File: src/rtl/bp_cce_mmio_cfg_target_if.sv
// rtl/bp_cce_mmio_cfg_target_if.sv - BedRock config-network types and the command/response bus interface
//
// Package: message/header/local-address structs, LCE/CCE mode enums and the
// cfg device register map shared by the endpoint and its loader.
// Interface ports (master = loader side, slave = cfg endpoint side):
//   cmd / cmd_v / cmd_yumi          command message, valid, consumed this cycle
//   resp / resp_v / resp_ready_and  response message, valid, downstream accepts

package bp_cce_mmio_cfg_target_pkg;

  localparam int dword_width_gp  = 64;
  localparam int paddr_width_gp  = 40;
  localparam int lce_id_width_gp = 8;

  typedef enum logic [3:0] {
    e_bedrock_mem_rd    = 4'd0,
    e_bedrock_mem_wr    = 4'd1,
    e_bedrock_mem_uc_rd = 4'd2,
    e_bedrock_mem_uc_wr = 4'd3
  } bp_bedrock_mem_type_e;

  typedef enum logic [2:0] {
    e_lce_mode_uncached = 3'd0,
    e_lce_mode_normal   = 3'd1,
    e_lce_mode_nonspec  = 3'd2
  } bp_lce_mode_e;

  typedef enum logic {
    e_cce_mode_uncached = 1'b0,
    e_cce_mode_normal   = 1'b1
  } bp_cce_mode_e;

  typedef struct packed {
    logic [lce_id_width_gp-1:0] lce_id;
  } bp_bedrock_cce_mem_payload_s;

  typedef struct packed {
    bp_bedrock_mem_type_e        msg_type;
    logic [3:0]                  subop;
    logic [paddr_width_gp-1:0]   addr;
    logic [2:0]                  size;
    bp_bedrock_cce_mem_payload_s payload;
  } bp_bedrock_cce_mem_header_s;

  typedef struct packed {
    bp_bedrock_cce_mem_header_s header;
    logic [dword_width_gp-1:0]  data;
  } bp_bedrock_cce_mem_msg_s;

  localparam int cce_mem_msg_width_gp = $bits(bp_bedrock_cce_mem_msg_s);

  typedef struct packed {
    logic [8:0]  nonlocal;
    logic [6:0]  cce;
    logic [3:0]  dev;
    logic [19:0] addr;
  } bp_local_addr_s;

  localparam logic [3:0]  cfg_dev_gp                 = 4'd2;
  localparam logic [19:0] cfg_reg_freeze_gp          = 20'h00008;
  localparam logic [19:0] cfg_reg_icache_mode_gp     = 20'h00010;
  localparam logic [19:0] cfg_reg_dcache_mode_gp     = 20'h00018;
  localparam logic [19:0] cfg_reg_cce_mode_gp        = 20'h00020;
  localparam logic [19:0] cfg_reg_hio_mask_gp        = 20'h00028;
  localparam logic [19:0] cfg_mem_cce_ucode_base_gp  = 20'h08000;

endpackage

interface bp_cce_mmio_cfg_target_if;
  import bp_cce_mmio_cfg_target_pkg::*;

  bp_bedrock_cce_mem_msg_s cmd;
  logic                    cmd_v;
  logic                    cmd_yumi;
  bp_bedrock_cce_mem_msg_s resp;
  logic                    resp_v;
  logic                    resp_ready_and;

  modport master (output cmd, output cmd_v, input cmd_yumi,
                  input resp, input resp_v, output resp_ready_and);
  modport slave  (input cmd, input cmd_v, output cmd_yumi,
                  output resp, output resp_v, input resp_ready_and);
endinterface

File: src/rtl/bp_cce_mmio_cfg_target.sv
// rtl/bp_cce_mmio_cfg_target.sv - per-tile cfg register endpoint with CCE ucode RAM forwarding
//
// Ports:
//   clk_i, reset_n_i          clock, asynchronous active-low reset
//   io (slave)                BedRock uncached command in / response out
//   freeze_o                  core freeze
//   icache_mode_o/dcache_mode_o/cce_mode_o  LCE and CCE modes
//   hio_mask_o                HIO enable mask
//   ucode_v_o/w_o/addr_o/data_o  ucode RAM request (valid in the accept cycle)
//   ucode_data_i              ucode read data, one cycle after a read request
// Optional: define BP_CFG_TARGET_ERR_CNT_EN for a 16-bit saturating unmapped-access
// counter at cfg_reg_hio_mask_gp + 8 (read returns count, write clears).

module bp_cce_mmio_cfg_target
  import bp_cce_mmio_cfg_target_pkg::*;
#(
  parameter int inst_ram_addr_width_p = 8,
  parameter int inst_width_p          = 32,
  parameter int resp_els_p            = 2
) (
  input  logic                             clk_i,
  input  logic                             reset_n_i,
  bp_cce_mmio_cfg_target_if.slave          io,
  output logic                             freeze_o,
  output bp_lce_mode_e                     icache_mode_o,
  output bp_lce_mode_e                     dcache_mode_o,
  output bp_cce_mode_e                     cce_mode_o,
  output logic [dword_width_gp-1:0]        hio_mask_o,
  output logic                             ucode_v_o,
  output logic                             ucode_w_o,
  output logic [inst_ram_addr_width_p-1:0] ucode_addr_o,
  output logic [inst_width_p-1:0]          ucode_data_o,
  input  logic [inst_width_p-1:0]          ucode_data_i
);

  localparam int ptr_w = (resp_els_p > 1) ? $clog2(resp_els_p) : 1;
  localparam int cnt_w = $clog2(resp_els_p + 1);
  localparam logic [cnt_w-1:0] els_c   = cnt_w'(resp_els_p);
  localparam logic [20:0]      uc_span = 21'(8 * (2 ** inst_ram_addr_width_p));

  typedef enum logic {IDLE, UC_RD} state_e;
  state_e state;

  bp_bedrock_cce_mem_msg_s    cmd;
  bp_local_addr_s             laddr;
  bp_bedrock_cce_mem_header_s hdr_r;
  assign cmd   = io.cmd;
  assign laddr = cmd.header.addr;

  logic        is_cfg, is_write, in_window;
  logic [20:0] uc_off;
  assign is_cfg   = (laddr.dev == cfg_dev_gp);
  assign is_write = (cmd.header.msg_type == e_bedrock_mem_uc_wr)
                  || (cmd.header.msg_type == e_bedrock_mem_wr);
  assign uc_off    = {1'b0, laddr.addr} - {1'b0, cfg_mem_cce_ucode_base_gp};
  assign in_window = (laddr.addr >= cfg_mem_cce_ucode_base_gp) && (uc_off < uc_span);

`ifdef BP_CFG_TARGET_ERR_CNT_EN
  localparam logic [19:0] cfg_reg_err_cnt_lp = cfg_reg_hio_mask_gp + 20'd8;
  logic [15:0] err_cnt;
`endif

  // Read mux and address map decode
  logic                      mapped;
  logic [dword_width_gp-1:0] rd_data;
  always_comb begin
    rd_data = '0;
    mapped  = 1'b0;
    if (is_cfg) begin
      if (in_window) begin
        mapped = 1'b1;
      end else begin
        case (laddr.addr)
          cfg_reg_freeze_gp:      begin mapped = 1'b1; rd_data = dword_width_gp'(freeze_o);      end
          cfg_reg_icache_mode_gp: begin mapped = 1'b1; rd_data = dword_width_gp'(icache_mode_o); end
          cfg_reg_dcache_mode_gp: begin mapped = 1'b1; rd_data = dword_width_gp'(dcache_mode_o); end
          cfg_reg_cce_mode_gp:    begin mapped = 1'b1; rd_data = dword_width_gp'(cce_mode_o);    end
          cfg_reg_hio_mask_gp:    begin mapped = 1'b1; rd_data = hio_mask_o;                     end
`ifdef BP_CFG_TARGET_ERR_CNT_EN
          cfg_reg_err_cnt_lp:     begin mapped = 1'b1; rd_data = dword_width_gp'(err_cnt);       end
`endif
          default: ;
        endcase
      end
    end
  end

  // Response FIFO
  bp_bedrock_cce_mem_msg_s mem [resp_els_p];
  logic [ptr_w-1:0] rptr, wptr;
  logic [cnt_w-1:0] count;
  logic push, pop, has_room, uc_hit, uc_rd_accept;
  bp_bedrock_cce_mem_msg_s push_msg;

  assign io.resp   = mem[rptr];
  assign io.resp_v = (count != '0);
  assign pop       = io.resp_v & io.resp_ready_and;
  // A ucode read needs no slot at accept but one next cycle; "count - pop < els"
  // at accept guarantees it, since nothing else pushes during UC_RD.
  assign has_room  = (count < els_c) || pop;
  assign io.cmd_yumi = (state == IDLE) & io.cmd_v & has_room;

  assign uc_hit       = is_cfg & in_window;
  assign uc_rd_accept = io.cmd_yumi & uc_hit & ~is_write;
  assign push         = (io.cmd_yumi & ~uc_rd_accept) | (state == UC_RD);

  always_comb begin
    push_msg = '0;
    if (state == UC_RD) begin
      push_msg.header = hdr_r;
      push_msg.data   = dword_width_gp'(ucode_data_i);
    end else begin
      push_msg.header = cmd.header;
      push_msg.data   = is_write ? '0 : rd_data;
    end
  end

  assign ucode_v_o    = io.cmd_yumi & uc_hit;
  assign ucode_w_o    = ucode_v_o & is_write;
  assign ucode_addr_o = uc_off[inst_ram_addr_width_p+2:3];
  assign ucode_data_o = cmd.data[inst_width_p-1:0];

  function automatic logic [ptr_w-1:0] bump(input logic [ptr_w-1:0] p);
    return (p == ptr_w'(resp_els_p - 1)) ? '0 : p + ptr_w'(1);
  endfunction

  always_ff @(posedge clk_i or negedge reset_n_i) begin
    if (!reset_n_i) begin
      rptr  <= '0;
      wptr  <= '0;
      count <= '0;
      for (int i = 0; i < resp_els_p; i++) mem[i] <= '0;
    end else begin
      if (push) begin
        mem[wptr] <= push_msg;
        wptr      <= bump(wptr);
      end
      if (pop) rptr <= bump(rptr);
      case ({push, pop})
        2'b10:   count <= count + cnt_w'(1);
        2'b01:   count <= count - cnt_w'(1);
        default: ;
      endcase
    end
  end

  always_ff @(posedge clk_i or negedge reset_n_i) begin
    if (!reset_n_i) begin
      state <= IDLE;
      hdr_r <= '0;
    end else begin
      case (state)
        IDLE: if (uc_rd_accept) begin
          hdr_r <= cmd.header;
          state <= UC_RD;
        end
        UC_RD:   state <= IDLE;
        default: state <= IDLE;
      endcase
    end
  end

  logic wr_reg;
  assign wr_reg = io.cmd_yumi & is_write & is_cfg & ~in_window;

  always_ff @(posedge clk_i or negedge reset_n_i) begin
    if (!reset_n_i) begin
      freeze_o      <= 1'b1;
      icache_mode_o <= e_lce_mode_uncached;
      dcache_mode_o <= e_lce_mode_uncached;
      cce_mode_o    <= e_cce_mode_uncached;
      hio_mask_o    <= '0;
    end else if (wr_reg) begin
      case (laddr.addr)
        cfg_reg_freeze_gp:      freeze_o      <= cmd.data[0];
        cfg_reg_icache_mode_gp: icache_mode_o <= bp_lce_mode_e'(cmd.data[2:0]);
        cfg_reg_dcache_mode_gp: dcache_mode_o <= bp_lce_mode_e'(cmd.data[2:0]);
        cfg_reg_cce_mode_gp:    cce_mode_o    <= bp_cce_mode_e'(cmd.data[0]);
        cfg_reg_hio_mask_gp:    hio_mask_o    <= cmd.data;
        default: ;
      endcase
    end
  end

`ifdef BP_CFG_TARGET_ERR_CNT_EN
  always_ff @(posedge clk_i or negedge reset_n_i) begin
    if (!reset_n_i) begin
      err_cnt <= '0;
    end else if (wr_reg && (laddr.addr == cfg_reg_err_cnt_lp)) begin
      err_cnt <= '0;
    end else if (io.cmd_yumi && !mapped && (err_cnt != 16'hFFFF)) begin
      err_cnt <= err_cnt + 16'd1;
    end
  end

  logic unused;
  assign unused = ^{laddr.nonlocal, laddr.cce};
`else
  logic unused;
  assign unused = ^{laddr.nonlocal, laddr.cce, mapped};
`endif

endmodule

File: src/flat_wrapper.sv
// flat-port wrapper written by rule: the top's interface ports become plain ports
module bp_cce_mmio_cfg_target_flat import bp_cce_mmio_cfg_target_pkg::*;
#(
  parameter int inst_ram_addr_width_p = 8,
  parameter int inst_width_p          = 32,
  parameter int resp_els_p            = 2
)
  (clk_i, reset_n_i, freeze_o, icache_mode_o, dcache_mode_o, cce_mode_o, hio_mask_o, ucode_v_o, ucode_w_o, ucode_addr_o, ucode_data_o, ucode_data_i, io_cmd, io_cmd_v, io_cmd_yumi, io_resp, io_resp_v, io_resp_ready_and);
  bp_cce_mmio_cfg_target_if io_i ();
  input  logic clk_i;
  input  logic reset_n_i;
  output logic freeze_o;
  output bp_lce_mode_e icache_mode_o;
  output bp_lce_mode_e dcache_mode_o;
  output bp_cce_mode_e cce_mode_o;
  output logic [dword_width_gp-1:0] hio_mask_o;
  output logic ucode_v_o;
  output logic ucode_w_o;
  output logic [inst_ram_addr_width_p-1:0] ucode_addr_o;
  output logic [inst_width_p-1:0] ucode_data_o;
  input  logic [inst_width_p-1:0] ucode_data_i;
  input wire logic [$bits(io_i.cmd)-1:0] io_cmd;
  input wire logic [$bits(io_i.cmd_v)-1:0] io_cmd_v;
  output wire logic [$bits(io_i.cmd_yumi)-1:0] io_cmd_yumi;
  output wire logic [$bits(io_i.resp)-1:0] io_resp;
  output wire logic [$bits(io_i.resp_v)-1:0] io_resp_v;
  input wire logic [$bits(io_i.resp_ready_and)-1:0] io_resp_ready_and;
  assign io_i.cmd = io_cmd;
  assign io_i.cmd_v = io_cmd_v;
  assign io_cmd_yumi = io_i.cmd_yumi;
  assign io_resp = io_i.resp;
  assign io_resp_v = io_i.resp_v;
  assign io_i.resp_ready_and = io_resp_ready_and;
  bp_cce_mmio_cfg_target #(.inst_ram_addr_width_p(inst_ram_addr_width_p), .inst_width_p(inst_width_p), .resp_els_p(resp_els_p)) u_core (.clk_i(clk_i), .reset_n_i(reset_n_i), .io(io_i), .freeze_o(freeze_o), .icache_mode_o(icache_mode_o), .dcache_mode_o(dcache_mode_o), .cce_mode_o(cce_mode_o), .hio_mask_o(hio_mask_o), .ucode_v_o(ucode_v_o), .ucode_w_o(ucode_w_o), .ucode_addr_o(ucode_addr_o), .ucode_data_o(ucode_data_o), .ucode_data_i(ucode_data_i));
endmodule
File: config.mk
export PLATFORM = sky130hd
export DESIGN_NAME = bp_cce_mmio_cfg_target_flat
export DESIGN_NICKNAME = d
export VERILOG_FILES = /design/src/rtl/bp_cce_mmio_cfg_target_if.sv /design/src/rtl/bp_cce_mmio_cfg_target.sv /design/src/flat_wrapper.sv
export SDC_FILE = /design/constraint.sdc
export NUM_CORES = 1
export LEC_CHECK = 0
export CORE_ASPECT_RATIO = 0.8
export CORE_MARGIN = 5
export CORE_UTILIZATION = 46
export DETAILED_ROUTE_END_ITERATION = 8
export PLACE_DENSITY_LB_ADDON = 0.05
export REMOVE_ABC_BUFFERS = 1
export SETUP_SLACK_MARGIN = 0.02
export SLEW_MARGIN = 30
export SYNTH_ARGS = -nofsm -noshare
export SYNTH_HDL_FRONTEND = slang
export SYNTH_SLANG_ARGS = --single-unit
File: constraint.sdc
create_clock -name clk_i -period 3.1 [get_ports clk_i]
set_input_delay 0.93 -clock clk_i [delete_from_list [all_inputs] [get_ports clk_i]]
set_output_delay 0.93 -clock clk_i [all_outputs]
set_load 0.02 [all_outputs]
# After elaboration in Yosys (flattened, before gate mapping)
# Cells that the tools add are included.
dict set report totals {
  reg_bits 382
  input_bits 159
}
dict set report op_classes {
  magnitude_cmp 6
  bitwise_logic 18
  add_sub_neg 5
  n_reduce_logical 12
  eq_ne 10
  n_mux 16
}
# cell n
set op_table {}
lappend op_table {{$mux 123} 5}
lappend op_table {{$pmux 64 s5} 1}
lappend op_table {{$bwmux 246} 1}
lappend op_table {{$mux 64} 3}
lappend op_table {{$demux 123 s1} 1}
lappend op_table {{$eq 20x5->1 const B} 2}
lappend op_table {{$eq 20x6->1 const B} 2}
lappend op_table {{$lt 21x12->1 const B} 1}
lappend op_table {{$sub 20x16->21 const B} 1}
lappend op_table {{$eq 20x4->1 const B} 1}
lappend op_table {{$ge 20x16->1 const B} 1}
lappend op_table {{$reduce_and 2->1} 6}
lappend op_table {{$and 1x1->1} 11}
lappend op_table {{$eq 4x2->1 const B} 2}
lappend op_table {{$eq 4x1->1 const B} 1}
lappend op_table {{$ge 2x2->1 const B} 2}
lappend op_table {{$not 1->1} 4}
lappend op_table {{$not 1->2} 2}
lappend op_table {{$pmux 2 s2} 1}
lappend op_table {{$reduce_bool 2->1} 2}
lappend op_table {{$mux 1} 3}
lappend op_table {{$add 1x1->1 const B} 2}
lappend op_table {{$add 2x1->2 const B} 1}
lappend op_table {{$eq 2x1->1 const B} 1}
lappend op_table {{other kinds (8)} 10}

# Longest topological paths before layout
dict set report depth {
  word_depth 11
  ltp_mapped 9
}

# Least setup slack after synthesis
# Ideal clock, no wire load.
dict set report synth_timing {
  kind {input to output}
  startpoint {input io_cmd[95]}
  endpoint {output ucode_w_o}
  arrival_time_ps 2381
  t_required_ps 2170
  stages 3
  slack_ps -211
  path_cell_list {or4b_2 or4_1 nor2_1}
}
dict set report synth_via {
  elab_chain_cells 4
}
# item line
set synth_rtl {}
lappend synth_rtl {{from (decl)} flat_wrapper.sv:22} ;# input wire logic [$bits(io_i.cmd)-1:0] io_cmd;
lappend synth_rtl {{$eq 4x2->1} bp_cce_mmio_cfg_target.sv:52} ;# assign is_cfg = (laddr.dev == cfg_dev_gp);
lappend synth_rtl {{$and 1x1->1} bp_cce_mmio_cfg_target.sv:103} ;# assign uc_hit = is_cfg & in_window;
lappend synth_rtl {{$and 1x1->1} bp_cce_mmio_cfg_target.sv:118} ;# assign ucode_v_o = io.cmd_yumi & uc_hit;
lappend synth_rtl {{$and 1x1->1} bp_cce_mmio_cfg_target.sv:119} ;# assign ucode_w_o = ucode_v_o & is_write;
lappend synth_rtl {{to (decl)} flat_wrapper.sv:18} ;# output logic ucode_w_o;
# Every way passes these cells.

# Worst setup path in the final report
dict set report layout_timing {
  startpoint {input io_cmd[94]}
  endpoint {output ucode_w_o}
}
dict set report layout_via {
  elab_chain_cells 6
  word_cells_on_any_way 7
  classes_between {add/sub: 1; order compare: 2; bitwise: 3; reduce/logical: 1}
}
# item line
set layout_rtl {}
lappend layout_rtl {{$sub 20x16->21} bp_cce_mmio_cfg_target.sv:55} ;# assign uc_off = {1'b0, laddr.addr} - {1'b0, cfg_mem_cce_ucode_base_gp};
lappend layout_rtl {{$lt 21x12->1} bp_cce_mmio_cfg_target.sv:56} ;# assign in_window = (laddr.addr >= cfg_mem_cce_ucode_base_gp) && (uc_off < uc_span);
lappend layout_rtl {{$logic_and 1x1->1 (*)} bp_cce_mmio_cfg_target.sv:56}
lappend layout_rtl {{$and 1x1->1 (*)} bp_cce_mmio_cfg_target.sv:103}
lappend layout_rtl {{$and 1x1->1 (*)} bp_cce_mmio_cfg_target.sv:118}
lappend layout_rtl {{$and 1x1->1 (*)} bp_cce_mmio_cfg_target.sv:119}
# Every way passes the cells marked *; elsewhere a longest branch is shown, timed or not.

==> impl_metrics.env <==
export IMPL_status="complete, but fails checks"
export IMPL_violations="negative setup slack"
export IMPL_setup_violations_final=2
export IMPL_reg2reg_to="u_core.mem[234]"
export IMPL_htreeDepth=2
export IMPL_antenna_left=0
export IMPL_stdcell_count=2301
export IMPL_drv_cap=0
export IMPL_ctsHoldBuffers=0
export IMPL_synthCells=1350
export IMPL_hold_viol_final=0
export IMPL_crit_path_max_fanout=3
export IMPL_grt_pass1_wl_um=74960
export IMPL_path_cells="buf_8 > nor4_4 > buf_4 > nand2_4 > or4_4 > nor2_4 > buf_6"
export IMPL_critical_path_top_delay_family="simple AND/OR/NAND/NOR gates"
export IMPL_io_pins=398
export IMPL_seqPwrFrac_pct=36.0
export IMPL_holdWs_ns=0.3960
export IMPL_place_inst=2233
export IMPL_rsz0062_at_grt="true"
export IMPL_dieArea_um2=42670
export IMPL_cp_arrival_ns=2.36
export IMPL_synthFlopType="dfrtp_1"
export IMPL_min_path_type="in2async"
export IMPL_place_gp_congestion=0.7874
export IMPL_yosys_warnings=0
export IMPL_fin_crit_ns=3.286
export IMPL_vias=12012
export IMPL_cp_required_ns=2.17
export IMPL_async_flop_share_pct=100.0
export IMPL_power_density_nw_per_um2=797.3
export IMPL_p_sw_share_pct=33.79
export IMPL_routed_wl_um=48010
export IMPL_r2r_slack_ns=0.60
export IMPL_tightest_slew_ns=0.7473
export IMPL_fp_dieH_um=185.8
export IMPL_ir_worst_vdd_mv=0.5722
export IMPL_cts_root_buf="clkbuf_16"
export IMPL_cts_buffer_depth=3
export IMPL_grt_antenna_before_repair=4
export IMPL_setup_worst_path_start_class="primary input"
export IMPL_initial_core_util_pct=46.50
export IMPL_r2r_cells=4
export IMPL_clkPwrFrac_pct=23.7
export IMPL_finalCritPeriodShare_pct=106.0
export IMPL_skew_ns=0.01047
export IMPL_fmax_mhz=304.3
export IMPL_fin_ws_ns=-0.1859
export IMPL_core_um2=38200
export IMPL_p_comb_share_pct=40.3
export IMPL_rows=64
export IMPL_dp_slack_ns=-1.205
export IMPL_wl_per_cell_um=20.86
export IMPL_grt_overflow=0
export IMPL_p_leak_uw=0.01087
export IMPL_dp_hpwl_um=34430
export IMPL_initialDrtViolationCount=596
export IMPL_syn_area_um2=17760
export IMPL_cp_num_buf_inv=3
export IMPL_ys_seq_area_share_pct=53.83
export IMPL_cts_tree="built"
export IMPL_power_uw=19170
export IMPL_drv_slew=0
export IMPL_crit_path_end_kind="output pin"
export IMPL_synthToLayoutAreaGrowth_pct=35.33
export IMPL_grtUsageTotal_pct=22.08
export IMPL_postSynthAreaPerCell_um2=13.16
export IMPL_gr_usage_met1_pct=29.55
export IMPL_relSlewSlack_pct=50.18
export IMPL_p_int_uw=12690
export IMPL_startpoint="io_cmd[94]"
export IMPL_viasPerCell=5.220
export IMPL_nNetsFinal=1942
export IMPL_p_sw_uw=6476
export IMPL_path_class="in2out"
export IMPL_die_w_um=229.7
export IMPL_met2_usage_pct=36.64
export IMPL_r2r_start="u_core.state"
export IMPL_clk_latency_ns=0.53
export IMPL_tns_ns=-0.3326
export IMPL_drt_pass1_iter_count=4
export IMPL_cts_made_buffers=41
export IMPL_grt_busiest_layer="met2"
export IMPL_drcViolationCount=0
export IMPL_slowest_stage="or4_4"
export IMPL_grt_use_met3_pct=5.521
export IMPL_synth_edff_count=0
export IMPL_synth_seq_cells=382
export IMPL_synth_distinct_cells=50
export IMPL_drive_gt1_share_pct=32.91
export IMPL_slowest_delay_ns=0.53
export IMPL_grt_max_degree=85
export IMPL_port_buffers=397
export IMPL_clk_pin_slew_ns=0.06
export IMPL_grt_pass1_vias=13007
export IMPL_clkSinkCount=382
==> through the flow <==
step | util (%) | instance area (um2)
after floorplan | - | 17020
after global placement | 60.02 | 22930
after detailed placement | 60.02 | 22930
after CTS | 62.87 | 24010
after global routing | 62.93 | 24040
final | 62.93 | 24040
==> power groups by stage <==
stage / clock network, uW / registers (uW) / logic [uW]
finish: 4540 / 6910 / 7720
global placement: 0 / 6890 / 8440
detailed placement: 0 / 6960 / 8470
CTS: 4650 / 6900 / 7850
global route: 4860 / 7050 / 8230
floorplan: 0 / 6960 / 4720
==> final cells by class <==
class | count | area, um2
Fill cell | 3037 | 14160
Sequential cell | 382 | 9568
Multi-Input combinational cell | 746 | 7163
Timing Repair Buffer | 514 | 5112
Clock buffer | 62 | 1185
Tap cell | 495 | 619.3
Inverter | 97 | 367.9
Clock inverter | 4 | 20.02
Antenna cell | 1 | 2.502
==> repair_timing <==
item	in CTS	in global routing
setup buffers	1	0
gates resized for setup	182	18
setup endpoints to repair	124	3
pin swaps	6	5
endpoints found under the hold margin	0	0
cloned	0	0
==> worst register-to-register path: cells and delay by family (launching register included) <==
family,cells,cell delay (ns)
buf+inv,2,1.26
mux,2,0.73
flops,1,0.40
==> metal layers <==
layer  up-vias  routed length [um]  part of all wire, %
met2       274               22920                   48
met3        68                2994                  6.2
met4         6                 967                  2.0
met1      6125               21040                   44
li1       5539                   -                    -
met5         -                  92                 0.19
==> worst max path at each step <==
stage                     cells past startpoint  slack [ns]         endpoint
final                                         7       -0.19        ucode_w_o
after global routing                          7       -0.21        ucode_w_o
after CTS                                     5       -0.19        ucode_w_o
after detailed placement                      5       -1.20        ucode_w_o
after global placement                        5       -1.22        ucode_w_o
after floorplan                               4       -5.23  u_core.mem[187]
==> cells in the final DEF, fill, tap and decap left out, types with 34 or more instances in the layout <==
cell / synthesis / layout
a2bb2oi_1: 58 / 58
buf_4: 47 / 84
clkbuf_16: 0 / 41
mux2_4: 66 / 66
inv_1: 96 / 96
buf_12: 0 / 34
dfrtp_1: 381 / 379
a21oi_1: 61 / 61
mux2_2: 316 / 316
clkdlybuf4s50_1: 0 / 256
dlygate4sd2_1: 0 / 125
mux2i_1: 65 / 65
nand2_1: 68 / 67
==> logic make-up (layout without fill, tap and decap cells) <==
family          after synthesis  count (layout)  synth area share, %
fa+ha+maj                     1               1              0.07043
buf+inv                     222             677                6.241
other cells                   0               1                    0
mux                         450             450                29.47
xor+xnor                      5               5               0.2466
flops                       382             382                53.83
compound gates              168             168                6.340
simple gates                122             122                3.811
==> cells in the mapped netlist, types with 2 or more instances <==
master     instances  area share (%)
a21oi_1           61             1.7
a22o_1             2           0.099
a22oi_1            2           0.085
a2bb2oi_1         58             2.9
and2_1             2           0.070
buf_1              5            0.11
buf_2             25            0.70
buf_4             47             2.0
buf_6              9            0.57
clkbuf_1          39            0.82
dfrtp_1          381              54
inv_1             96             2.0
mux2_1             3            0.19
mux2_2           316              20
mux2_4            66             5.6
mux2i_1           65             3.7
nand2_1           68             1.4
nand2b_1           2           0.070
nand3_1            2           0.056
nand3b_1           3            0.13
nor2_1             4           0.085
nor2b_1           19            0.67
nor4_2             4            0.28
o21ai_0           33            0.93
o22a_1             4            0.20
o32a_1             3            0.17
o32ai_1            3            0.15
or2_2              3            0.11
xnor2_1            2           0.099
xor2_1             3            0.15
==> sequential cells by signal, indices dropped and copies added (netlist names) <==
name	cells
u_core.rptr	1
u_core.wptr	1
u_core.icache_mode_o	3
u_core.freeze_o	1
u_core.hdr_r	59
u_core.cce_mode_o	1
u_core.mem	246
u_core.dcache_mode_o	3
u_core.count	2
u_core.state	1
u_core.hio_mask_o	64
(Power assumes the default switching activity.)
